File: src/rtl/fetch_unit_pkg.sv
// Shared definitions for the instruction fetch unit: FSM encoding,
// reset PC and the nop word presented when no instruction is live.
package fetch_unit_pkg;

   typedef enum logic [1:0] {
      IDLE = 2'd0,
      REQ  = 2'd1,
      HOLD = 2'd2,
      KILL = 2'd3
   } fetch_state_t;

   localparam logic [31:0] RESET_PC = 32'h0000_3000;
   localparam logic [31:0] NOP      = 32'h0000_0000;

   // Redirect targets are forced onto a word boundary.
   function automatic logic [31:0] align_word(input logic [31:0] addr);
      return {addr[31:2], 2'b00};
   endfunction

endpackage

File: src/rtl/fetch_pc.sv
// Fetch PC register with next-PC selection (sequential PC+4 or aligned
// redirect target). Arithmetic wraps modulo 2^32.
module fetch_pc
   import fetch_unit_pkg::*;
(
   input  logic        clk,
   input  logic        reset,
   input  logic        pc_en,
   input  logic        pc_sel_redir,
   input  logic [31:0] redirect_pc,
   output logic [31:0] pc,
   output logic [31:0] pc_next,
   output logic [31:0] pc_plus4
);

   logic [31:0] pc_q;
   logic [31:0] pc_d;

   // Select the next PC; hold when no update is requested.
   always_comb begin
      pc_plus4 = pc_q + 32'd4;
      pc_d     = pc_q;
      if (pc_en) begin
         pc_d = pc_sel_redir ? align_word(redirect_pc) : pc_plus4;
      end
   end

   // PC register with synchronous active-low reset.
   always_ff @(posedge clk) begin
      if (!reset) begin
         pc_q <= RESET_PC;
      end else begin
         pc_q <= pc_d;
      end
   end

   assign pc      = pc_q;
   assign pc_next = pc_d;

endmodule

File: src/rtl/fetch_unit.sv
// Instruction fetch unit: issues word fetches, buffers the returned
// instruction for the F/D register and handles redirects, including
// redirects that arrive while a request is still outstanding.
// Optional feature macro: FETCH_BYPASS_EN (forward imem_rdata straight to
// InstrF on ack when decode can accept it, one instruction per cycle).
module fetch_unit
   import fetch_unit_pkg::*;
(
   input  logic        clk,
   input  logic        reset,
   input  logic        EN,
   input  logic        redirect,
   input  logic [31:0] redirect_pc,
   output logic        imem_req,
   output logic [31:0] imem_addr,
   input  logic        imem_ack,
   input  logic [31:0] imem_rdata,
   output logic [31:0] InstrF,
   output logic [31:0] PC_4F,
   output logic        ValidF
);

   fetch_state_t state_q, state_d;
   logic [31:0]  buf_q, buf_d;
   logic [31:0]  addr_q, addr_d;
   logic         pc_en;
   logic         pc_sel_redir;
   logic         bypass_hit;
   logic [31:0]  pc;
   logic [31:0]  pc_next;
   logic [31:0]  pc_plus4;

   fetch_pc u_fetch_pc (
      .clk          (clk),
      .reset        (reset),
      .pc_en        (pc_en),
      .pc_sel_redir (pc_sel_redir),
      .redirect_pc  (redirect_pc),
      .pc           (pc),
      .pc_next      (pc_next),
      .pc_plus4     (pc_plus4)
   );

`ifdef FETCH_BYPASS_EN
   // Ack in REQ with decode ready: hand the word over without buffering.
   assign bypass_hit = reset && (state_q == REQ) && imem_ack && EN && !redirect;
`else
   assign bypass_hit = 1'b0;
`endif

   // Next state, buffer capture and PC update control.
   always_comb begin
      state_d      = state_q;
      buf_d        = buf_q;
      pc_en        = 1'b0;
      pc_sel_redir = 1'b0;
      unique case (state_q)
         IDLE: state_d = REQ;
         REQ: begin
            if (redirect) begin
               pc_en        = 1'b1;
               pc_sel_redir = 1'b1;
               // Without ack the request is still in flight at the old address.
               state_d      = imem_ack ? REQ : KILL;
            end else if (imem_ack) begin
               if (bypass_hit) begin
                  pc_en = 1'b1;
               end else begin
                  buf_d   = imem_rdata;
                  state_d = HOLD;
               end
            end
         end
         HOLD: begin
            if (redirect) begin
               pc_en        = 1'b1;
               pc_sel_redir = 1'b1;
               state_d      = REQ;
            end else if (EN) begin
               pc_en   = 1'b1;
               state_d = REQ;
            end
         end
         KILL: begin
            if (redirect) begin
               pc_en        = 1'b1;
               pc_sel_redir = 1'b1;
            end
            if (imem_ack) begin
               state_d = REQ;
            end
         end
         default: state_d = IDLE;
      endcase
      // The address only moves when a new request starts, so it stays
      // stable for the whole lifetime of an outstanding request.
      addr_d = addr_q;
      if (state_d == REQ) begin
         addr_d = pc_next;
      end
   end

   // FSM, instruction buffer and request address registers.
   always_ff @(posedge clk) begin
      if (!reset) begin
         state_q <= IDLE;
         buf_q   <= NOP;
         addr_q  <= RESET_PC;
      end else begin
         state_q <= state_d;
         buf_q   <= buf_d;
         addr_q  <= addr_d;
      end
   end

   // Output decode from the registered state.
   always_comb begin
      imem_req  = (state_q == REQ) || (state_q == KILL);
      imem_addr = addr_q;
      ValidF    = (state_q == HOLD) || bypass_hit;
      PC_4F     = pc_plus4;
      InstrF    = NOP;
      if (state_q == HOLD) begin
         InstrF = buf_q;
      end else if (bypass_hit) begin
         InstrF = imem_rdata;
      end
   end

endmodule

File: config.mk
export PLATFORM = sky130hd
export DESIGN_NAME = fetch_unit
export DESIGN_NICKNAME = d
export VERILOG_FILES = /design/src/rtl/fetch_unit_pkg.sv /design/src/rtl/fetch_pc.sv /design/src/rtl/fetch_unit.sv
export SDC_FILE = /design/constraint.sdc
export NUM_CORES = 1
export LEC_CHECK = 0
export BUFFER_PORTS_ARGS = -buffer_cell sky130_fd_sc_hd__buf_2
export CAP_MARGIN = 20
export CORE_ASPECT_RATIO = 2
export CORE_UTILIZATION = 56
export DETAILED_ROUTE_END_ITERATION = 16
export GPL_TIMING_DRIVEN = 0
export PLACE_DENSITY = 0.86
export SYNTH_ARGS = -nofsm -noshare
export SYNTH_HDL_FRONTEND = slang
export SYNTH_HIERARCHICAL = 1
export SYNTH_SLANG_ARGS = --single-unit
File: constraint.sdc
create_clock -name clk -period 6 [get_ports clk]
set_input_delay 0 -clock clk [delete_from_list [all_inputs] [get_ports clk]]
set_output_delay 0 -clock clk [all_outputs]
set_load 0.01 [all_outputs]
# Word level (Yosys, flattened, before mapping)

Index checks and enable logic that the tools add are counted.
W data, S select, Z words.

Flip-flop bits (word level): 98
Bits of input ports: 69
Output and inout bits: 98
Word-level logic and storage cells: 30

Reduce and logical (&&, ||, !) cells: 5
Bitwise logic cells: 1
Add/sub/neg operators: 1
Multiplexer cells: 15
Eq/ne operators: 4

Operator list:

| cell                    | number |
|---|---|
| $mux W32                | 3 |
| $add A32 B3 Y32 const B | 1 |
| $mux W2                 | 6 |
| $pmux W2 S4             | 1 |
| $eq A2 B1 Y1 const B    | 2 |
| $eq A2 B2 Y1 const B    | 2 |
| $mux W1                 | 4 |
| $reduce_and A3 Y1       | 1 |
| $reduce_or A3 Y1        | 1 |
| $logic_not A2 Y1        | 1 |
| $pmux W1 S2             | 1 |
| $reduce_or A2 Y1        | 1 |
| $logic_or A1 B1 Y1      | 1 |
| $not A1 Y1              | 1 |

# Logic depth before layout (Yosys ltp)

Gate-level depths: netlist (run 1).

Depth in word-level cells: 5
Depth in mapped cells: 11
Gate-level depth less buffers: 8

# Hierarchy

Netlist (run 1), hierarchy kept.

Modules (own cells, without submodules):

| module     | area each (µm²) | cells each | seq. area each (µm²) | times used |
|---|---|---|---|---|
| fetch_unit | 2832.7          | 329        | 1321.3               | 1 |
| fetch_pc   | 2725.1          | 368        | 640.6                | 1 |

# Worst setup path before layout (run 1)

Ideal clock, no wire load.

Path type: register to register
Start point: register u_fetch_pc.pc_q[2], in the netlist u_fetch_pc/pc[2]
End point: register addr_q[30], in the netlist imem_addr[30]
Cell stages (with the launch flop): 9
Path buffers: 1
Data arrival time: 1.929 ns
Setup slack: 3.952 ns
Clock period less this slack: 2.048 ns
Library setup time: 0.120 ns
Required time: 5.880 ns
Cell sequence: dfxtp_1 ha_1 nand3_1 or4_1 clkbuf_1 o311ai_0 o311ai_1 nand2_1 mux2i_1

Longest elaborated chain between the ends: 3

Ends and longest elaborated chain:

| item                     | line              | source |
|---|---|---|
| start: declaration       | fetch_pc.sv:16    | `logic [31:0] pc_q;` |
| start signal: assignment | fetch_pc.sv:33    | `pc_q <= pc_d;` |
| $add A32 B3 Y32          | fetch_pc.sv:21    | `pc_plus4 = pc_q + 32'd4;` |
| $mux W32                 | fetch_pc.sv:24    | `pc_d = pc_sel_redir ? align_word(redirect_pc) : pc_plus4;` |
| $mux W32                 | fetch_pc.sv:23    | `if (pc_en) begin` |
| named net pc_next[30]    | fetch_unit.sv:30  | `logic [31:0] pc_next;` |
| end signal: assignment   | fetch_unit.sv:112 | `addr_q <= addr_d;` |
| end: declaration         | fetch_unit.sv:25  | `logic [31:0] addr_q, addr_d;` |

The timed path passes the listed nets, and every way through them passes these cells.
A chain may end at the register's enable or synchronous reset.

# Worst setup path in the final report (run 1)

Start point: register u_fetch_pc.pc_q[2], in the netlist u_fetch_pc/pc[2]
End point: output port PC_4F[16]

Longest elaborated chain between the ends: 1

Ends and longest elaborated chain:

| item             | line             | source |
|---|---|---|
| $add A32 B3 Y32  | fetch_pc.sv:21   |  |
| end: declaration | fetch_unit.sv:19 | `output logic [31:0] PC_4F,` |

Every way passes these cells.

==> key figures, run 1 <==
Pwr
  – NetSw: about 0.48 mW
  – Final Power: between 1.5 and 2 mW
  – Max IR drop VDD: 224 µV
  – Logic pwr share: about a fifth
  – Clk pwr share: a little over a third
  – Internal: roughly 1.1 mW
  – Net Sw Frac: 30.0%
  – Leakage power: around 3.3 nW
  – Power per Cell Area: 222 nW/µm²
  – Seq pwr share: about 44%

Synth
  – Top post-synthesis cells by area: dfxtp_1 (35%), nand2_1 (10%), mux2i_1 (6.3%)
  – Post-synthesis net count: approximately 770
  – Cell taking the most area after synthesis: dfxtp_1
  – Synth Instances: approximately 700
  – Number of enable flip-flop cells after synthesis: 0
  – Synth unique cells: 69
  – Register area share after synthesis: roughly a third
  – Top cell type's share of synthesized area: a little over a third
  – Post-synthesis register bit count: 98
  – Most frequent cell after synthesis: nand2_1
  – Top FF cell, synth: dfxtp_1
  – Synthesized cell area: between 5000 and 6000 µm²
  – Yosys warning count: 6
  – Mean area per synthesized cell: roughly 8.0 µm²
  – Share of synthesized registers carrying an async set or reset: 0%
  – Synth top cells by count: nand2_1 (153), dfxtp_1 (98), and2_1 (42)

Clock network
  – # clock sinks: 98
  – Worst-skew pair later-pin latency: roughly 0.35 ns
  – TritonCTS clock tree: yes
  – H-tree Lvls: 3
  – Post-CTS setup buffer count: 0
  – Root Buffer: clkbuf_16
  – Clk buf depth: 2
  – CTS Buf Count: 9
  – Reg clk slew, reported paths: approximately 0.070 ns

Routing
  – Initial drt markers: 384
  – Drt drc: 0
  – Vias per std cell: ~6.0
  – DRT Pass-1 Iters: 6
  – WL final: approximately 20000 µm
  – Post-DR wirelength/cell: about 19 µm
  – Antenna Violating Nets Remaining: 0
  – Vias: about 6300

Critical path
  – Worst setup EP type: output port
  – Maximum fanout along the worst path: 8
  – Worst r2r src: u_fetch_pc/pc[2]
  – Critical Path AT: ~3.0 ns
  – Reg2reg path depth: 7
  – RR Endpoint: imem_addr[20]
  – Reg2reg setup slack: slightly above 3 ns
  – Crit path kind: register to output port
  – Crit path required time: approximately 6 ns
  – CP startpoint kind: register

STA
  – Rel. slew slack: approximately a quarter
  – Fmax: roughly 0.34 GHz
  – Min Tclk post-route: approximately 3.0 ns
  – Worst Tran Pin Value: 1.13 ns
  – Sum Neg Setup Slack: 0 ns
  – Part of the cycle the worst path needs: slightly below 50%
  – Worst hold slack: around 0.0002 ns
  – RSZ-0062 raised after global routing: false
  – Final hold violations: 0
  – Slew Limit Fails: 0
  – Worst Skew: about 0.0083 ns
  – Final setup fails: 0

Floorplan
  – Initial Util: a little under three fifths
  – Row count: a little over 50
  – Chip Height: approximately 140 µm
  – Die Wd: roughly 72 µm
  – Core footprint: just under 10000 µm²
  – # IOs: 167
  – Die area: between 10000 and 15000 µm²

Place
  – Post-DP Area: between 6000 and 7000 µm²
  – Port Buffer Count: 163
  – GP Congestion: ~0.96
  – HPWL after DPL: between 10000 and 15000 µm

Layout
  – Register area: between 1500 and 2000 µm²
  – Fill count: 760
  – Design Area, Final: between 7000 and 8000 µm²
  – Final #Nets: a little under 1000
  – Ant diodes: 0
  – Layout Area Growth over Synthesis: 29.7%
  – Layout Utilization: approximately three quarters
  – Multi-input logic area: about 3200 µm²
  – Layout cells sized above 1: between 20% and 30%

GRT
  – Largest net degree at the start of global routing: 18
  – Vias in the first global route: 6440
  – GRT overflow: 0
  – Initial antenna violation count: 0
  – Global Route Usage Sum: 38.9%
  – Global-route wire length before repair: between 30000 and 40000 µm

Flow run
  – Number of max-cap violations: 0

Min path
  – Critical hold path startpoint: redirect_pc[18]
  – Hold crit path type: input port to register
  – Hold Path Sink: u_fetch_pc/pc[18]
  – Worst Hold Path Cells: 3

Status
  – Status: complete, no violations
## metal layers
metal | vias to the layer above | GRT usage [%] | part of all wire (%)
met5 | - | 0 | 0
met1 | 2881 | 33.4 | 32
met3 | 148 | 7.34 | 7.3
met2 | 392 | 71.8 | 52
met4 | 0 | 36.3 | 8.9
li1 | 2870 | - | -
## repair_timing
action / CTS / global route
hold endpoints to repair: 38 / 0
resized for setup: 0 / 0
hold buffers: 38 / 0
## cells by family after synthesis
kind of cell / synth area share [%]
flip-flops: 35.3
XOR/XNOR: 4.41
multiplexers: 6.30
AO/OA/AOI/OAI: 17.2
buffers and inverters: 6.46
adder cells (fa/ha/maj): 0.225
AND/OR/NAND/NOR: 30.1
## how the worst max path moves through the flow
stage                     start       endpoint  cells after the start
5_1_grt        u_fetch_pc/pc[2]      PC_4F[16]                      6
3_5_place_dp   u_fetch_pc/pc[2]  imem_addr[20]                      7
4_1_cts        u_fetch_pc/pc[2]      PC_4F[16]                      6
6_report       u_fetch_pc/pc[2]      PC_4F[16]                      6
2_1_floorplan  u_fetch_pc/pc[2]  imem_addr[30]                      8
3_3_place_gp   u_fetch_pc/pc[2]  imem_addr[20]                      7
## power groups by stage
| stage | clock network (mW) | logic, mW | registers, mW |
|---|---|---|---|
| 2_1_floorplan | 0 | 0.176 | 0.725 |
| 3_3_place_gp | 0 | 0.280 | 0.722 |
| 3_5_place_dp | 0 | 0.288 | 0.724 |
| 4_1_cts | 0.581 | 0.308 | 0.709 |
| 5_1_grt | 0.601 | 0.338 | 0.714 |
| 6_report | 0.571 | 0.317 | 0.710 |
## state kept, by name, indices dropped and copies added, names as in the netlist
register       flops
imem_addr         32
state_q            2
buf_q             32
u_fetch_pc/pc     32
## critical path: stages, from the launching register on
cell     delay (ns)
dfxtp_1        0.49
ha_1           0.30
nand3_1        0.29
nor4_1         1.00
nand2_1        0.16
xnor2_1        0.21
buf_2          0.16
## layout make-up
| type | instances | share of cell area [%] |
|---|---|---|
| flip-flops and latches | 98 | 27.2 |
| plain buffers | 69 | 4.62 |
| repair buffers | 201 | 16.6 |
| clock inverters | 5 | 0.625 |
| multi-input cells | 523 | 44.9 |
| inverters | 7 | 0.365 |
| well taps | 132 | 2.29 |
| clock buffers | 11 | 3.37 |
## metrics by stage
stage | std cells | setup WS, ns
floorplan | 697 | 3.95
global placement | 992 | 3.19
detailed placement | 992 | 3.19
CTS | 1046 | 3.09
global route | 1046 | 2.94
finish | 1046 | 3.04
## cell usage in the layout, fill, tap and decap left out, types with 7 or more instances in the layout
cell           instances
buf_2                180
nand2_1              153
dfxtp_1               98
and2_1                42
clkbuf_1              38
dlygate4sd3_1         38
mux2i_1               35
nand3_1               29
a21boi_0              24
nor2_1                24
xnor2_1               16
nand4_1               14
a21oi_1               14
a22oi_1               13
xor2_1                12
and3_1                10
clkbuf_16              9
nor3_1                 9
o211ai_1               9
a31oi_1                9
nor2b_1                8
a21boi_1               8
o21ai_0                8
a22o_1                 7
(Power assumes the default switching activity.)
==> run 2: changes to the inputs <==
--- a/config.mk
+++ b/config.mk
@@ -8,10 +8,10 @@
 export BUFFER_PORTS_ARGS = -buffer_cell sky130_fd_sc_hd__buf_2
 export CAP_MARGIN = 20
 export CORE_ASPECT_RATIO = 2
-export CORE_UTILIZATION = 56
+export CORE_UTILIZATION = 47
 export DETAILED_ROUTE_END_ITERATION = 16
 export GPL_TIMING_DRIVEN = 0
-export PLACE_DENSITY = 0.86
+export PLACE_DENSITY = 0.77
 export SYNTH_ARGS = -nofsm -noshare
 export SYNTH_HDL_FRONTEND = slang
 export SYNTH_HIERARCHICAL = 1
==> constraint.sdc (replaced) <==
create_clock -name clk -period 2.4 [get_ports clk]
set_input_delay 0 -clock clk [delete_from_list [all_inputs] [get_ports clk]]
set_output_delay 0 -clock clk [all_outputs]
set_load 0.01 [all_outputs]
==> key figures, run 2 (synthesized netlist as in run 1, its figures left out) <==
STA
  – Part of the cycle the worst path needs: between 90% and 100%
  – Worst Skew: 0.0104 ns (was 0.00828 ns)
  – Slew Limit Fails: 0 (unchanged)
  – Fin worst setup slack: 0.0331 ns (was 3.04 ns)
  – Final setup fails: 0 (unchanged)
  – RSZ-0062 raised after global routing: true (was false)
  – Fmax: roughly 0.42 GHz
  – Worst Tran Pin Value: 0.680 ns (was 1.13 ns)
  – Final hold violations: 0 (unchanged)
  – Rel. slew slack: 54.7% (was 23.8%)
  – Min Tclk post-route: roughly 2.4 ns

Clock network
  – Worst-skew pair later-pin latency: 0.35 ns (about the same)
  – H-tree Lvls: 3 (unchanged)
  – Clk buf depth: 2 (unchanged)
  – CTS Buf Count: 9 (unchanged)
  – Reg clk slew, reported paths: 0.08 ns (was 0.07 ns)
  – Root Buffer: clkbuf_16 (unchanged)
  – # clock sinks: 98 (unchanged)
  – TritonCTS clock tree: yes (unchanged)

Floorplan
  – Die area: 12300 µm² (was 10400 µm²)
  – # IOs: 167 (unchanged)
  – Core footprint: 11400 µm² (was 9700 µm²)
  – Chip Height: 156 µm (was 143 µm)
  – Row count: 55 (was 51)
  – Die Wd: 78.9 µm (was 72.4 µm)
  – Initial Util: 48.7% (was 57.3%)

GRT
  – Global Route Usage Sum: 30.3% (was 38.9%)
  – Global-route wire length before repair: 28800 µm (was 30500 µm)
  – Largest net degree at the start of global routing: 18 (unchanged)
  – Initial antenna violation count: 0 (unchanged)
  – GRT overflow: 0 (unchanged)
  – Vias in the first global route: 5981 (was 6440)

Pwr
  – Clk pwr share: 36.8% (was 35.7%)
  – Logic pwr share: 19.5% (was 19.8%)
  – Power per Cell Area: 554 nW/µm² (was 222 nW/µm²)
  – Internal: 2.87 mW (was 1.12 mW)
  – Leakage power: 3.36 nW (was 3.27 nW)
  – NetSw: 1.19 mW (was 0.480 mW)
  – Net Sw Frac: 29.4% (was 30.0%)
  – Max IR drop VDD: 496 µV (was 224 µV)
  – Seq pwr share: 43.7% (was 44.4%)

Critical path
  – CP max stage cell: or4_1 (was nor4_1)
  – Crit path required time: 2.64 ns (was 6.00 ns)
  – Crit path kind: register to register (was register to output port)
  – Maximum fanout along the worst path: 7 (was 8)
  – Worst path bufs/invs: 1 (unchanged)
  – Top delay family on crit path: simple AND/OR/NAND/NOR gates (unchanged)
  – Critical Path AT: 2.61 ns (was 2.96 ns)
  – Worst setup EP type: register (was output port)
  – CP startpoint kind: register (unchanged)
  – Worst-path cell chain: ha_2 > nand3_2 > or4_1 > clkbuf_1 > a21o_1 > a22o_2 > nand2_1 > mux2i_1 (was ha_1 > nand3_1 > nor4_1 > nand2_1 > xnor2_1 > buf_2)
  – Worst path max stage delay: 0.46 ns (was 1.00 ns)

Routing
  – Drt drc: 0 (unchanged)
  – DRT Pass-1 Iters: 5 (was 6)
  – Vias per std cell: 5.72 (was 6.01)
  – Initial drt markers: 282 (was 384)
  – Post-DR wirelength/cell: 17.4 µm (was 19.0 µm)
  – WL final: 18300 µm (was 19900 µm)
  – Vias: 6043 (was 6291)
  – Antenna Violating Nets Remaining: 0 (unchanged)

Layout
  – Layout cells sized above 1: 26.7% (was 23.7%)
  – Layout Area Growth over Synthesis: 32.1% (was 29.7%)
  – Register area: 1960 µm² (about the same)
  – Layout Utilization: 64.2% (was 74.3%)
  – Ant diodes: 0 (unchanged)
  – Commonest non-fill, non-tap cell in the layout: buf_2 (unchanged)
  – Multi-input logic area: 3300 µm² (was 3240 µm²)
  – Commonest non-fill, non-tap cells in the layout: buf_2 (181), nand2_1 (153), dfxtp_1 (96) (was buf_2 (180), nand2_1 (153), dfxtp_1 (98))
  – Design Area, Final: 7340 µm² (was 7210 µm²)
  – Final #Nets: 979 (unchanged)
  – Fill count: 1012 (was 760)

Status
  – Status: complete, no violations (unchanged)

Flow run
  – Number of max-cap violations: 0 (unchanged)

Place
  – Post-DP Area: 6550 µm² (was 6540 µm²)
  – GP Congestion: 0.944 (was 0.959)
  – Port Buffer Count: 163 (unchanged)
  – HPWL after DPL: 13400 µm (was 13900 µm)
  – Dpl ws: -0.355 ns (was 3.19 ns)

Min path
  – Hold crit path type: input port to register (unchanged)
## run 2: final cells by class
type,count,area share (%)
Inverter,7,0.409
Tap cell,142,2.42
Sequential cell,98,26.8
Clock buffer,9,3.07
Buffer,63,4.38
Timing Repair Buffer,207,16.9
Clock inverter,7,1.06
Multi-Input combinational cell,523,45.0
## run 2: metrics by stage
step           power [mW]  cells  setup TNS (ns)  hold WS [ns]
6_report             4.07   1056               0        0.0139
5_1_grt              4.21   1056         -0.0391       0.00527
4_1_cts              4.05   1055               0       0.00287
3_5_place_dp         2.52   1002           -2.77         0.253
3_3_place_gp         2.51   1002           -2.67         0.250
2_1_floorplan        2.25    697               0         0.135
## run 2: path summary, 6_finish.rpt
kind / endpoint / startpoint / slack (ns) / cells after the start
max: imem_addr[14] / u_fetch_pc/pc[3] / 0.03 / 8
min reg2reg: buf_q[15] / buf_q[15] / 0.45 / 2
min: u_fetch_pc/pc[27] / redirect_pc[27] / 0.01 / 3
max reg2reg: imem_addr[14] / u_fetch_pc/pc[3] / 0.03 / 8
## run 2: worst reg2reg max path: stages, from the launching register on
cell and delay, ns:
dfxtp_1 0.44, ha_2 0.28, nand3_2 0.21, or4_1 0.47, clkbuf_1 0.17, a21o_1 0.22
a22o_2 0.31, nand2_1 0.08, mux2i_1 0.08
## run 2: metal layers
layer | routed length, µm | track usage [%]
met1 | 6110 | 28.3
met2 | 9700 | 56.2
met3 | 1330 | 6.73
met4 | 1200 | 21.7
met5 | 0 | 0
## run 2: power groups by stage
stage	sequential (mW)	combinational, mW	clock [mW]
6_report	1.78	0.793	1.50
4_1_cts	1.77	0.772	1.51
5_1_grt	1.79	0.853	1.57
3_5_place_dp	1.81	0.717	0
3_3_place_gp	1.81	0.708	0
2_1_floorplan	1.81	0.439	0
## run 2: repair_timing
item                                    in CTS  in global routing
gates resized for setup                     10                 22
endpoints found under the setup margin      36                 42
buffers inserted                             1                  4
hold endpoints to repair                    39                  0
hold buffers                                39                  0
pin swaps                                    1                  2
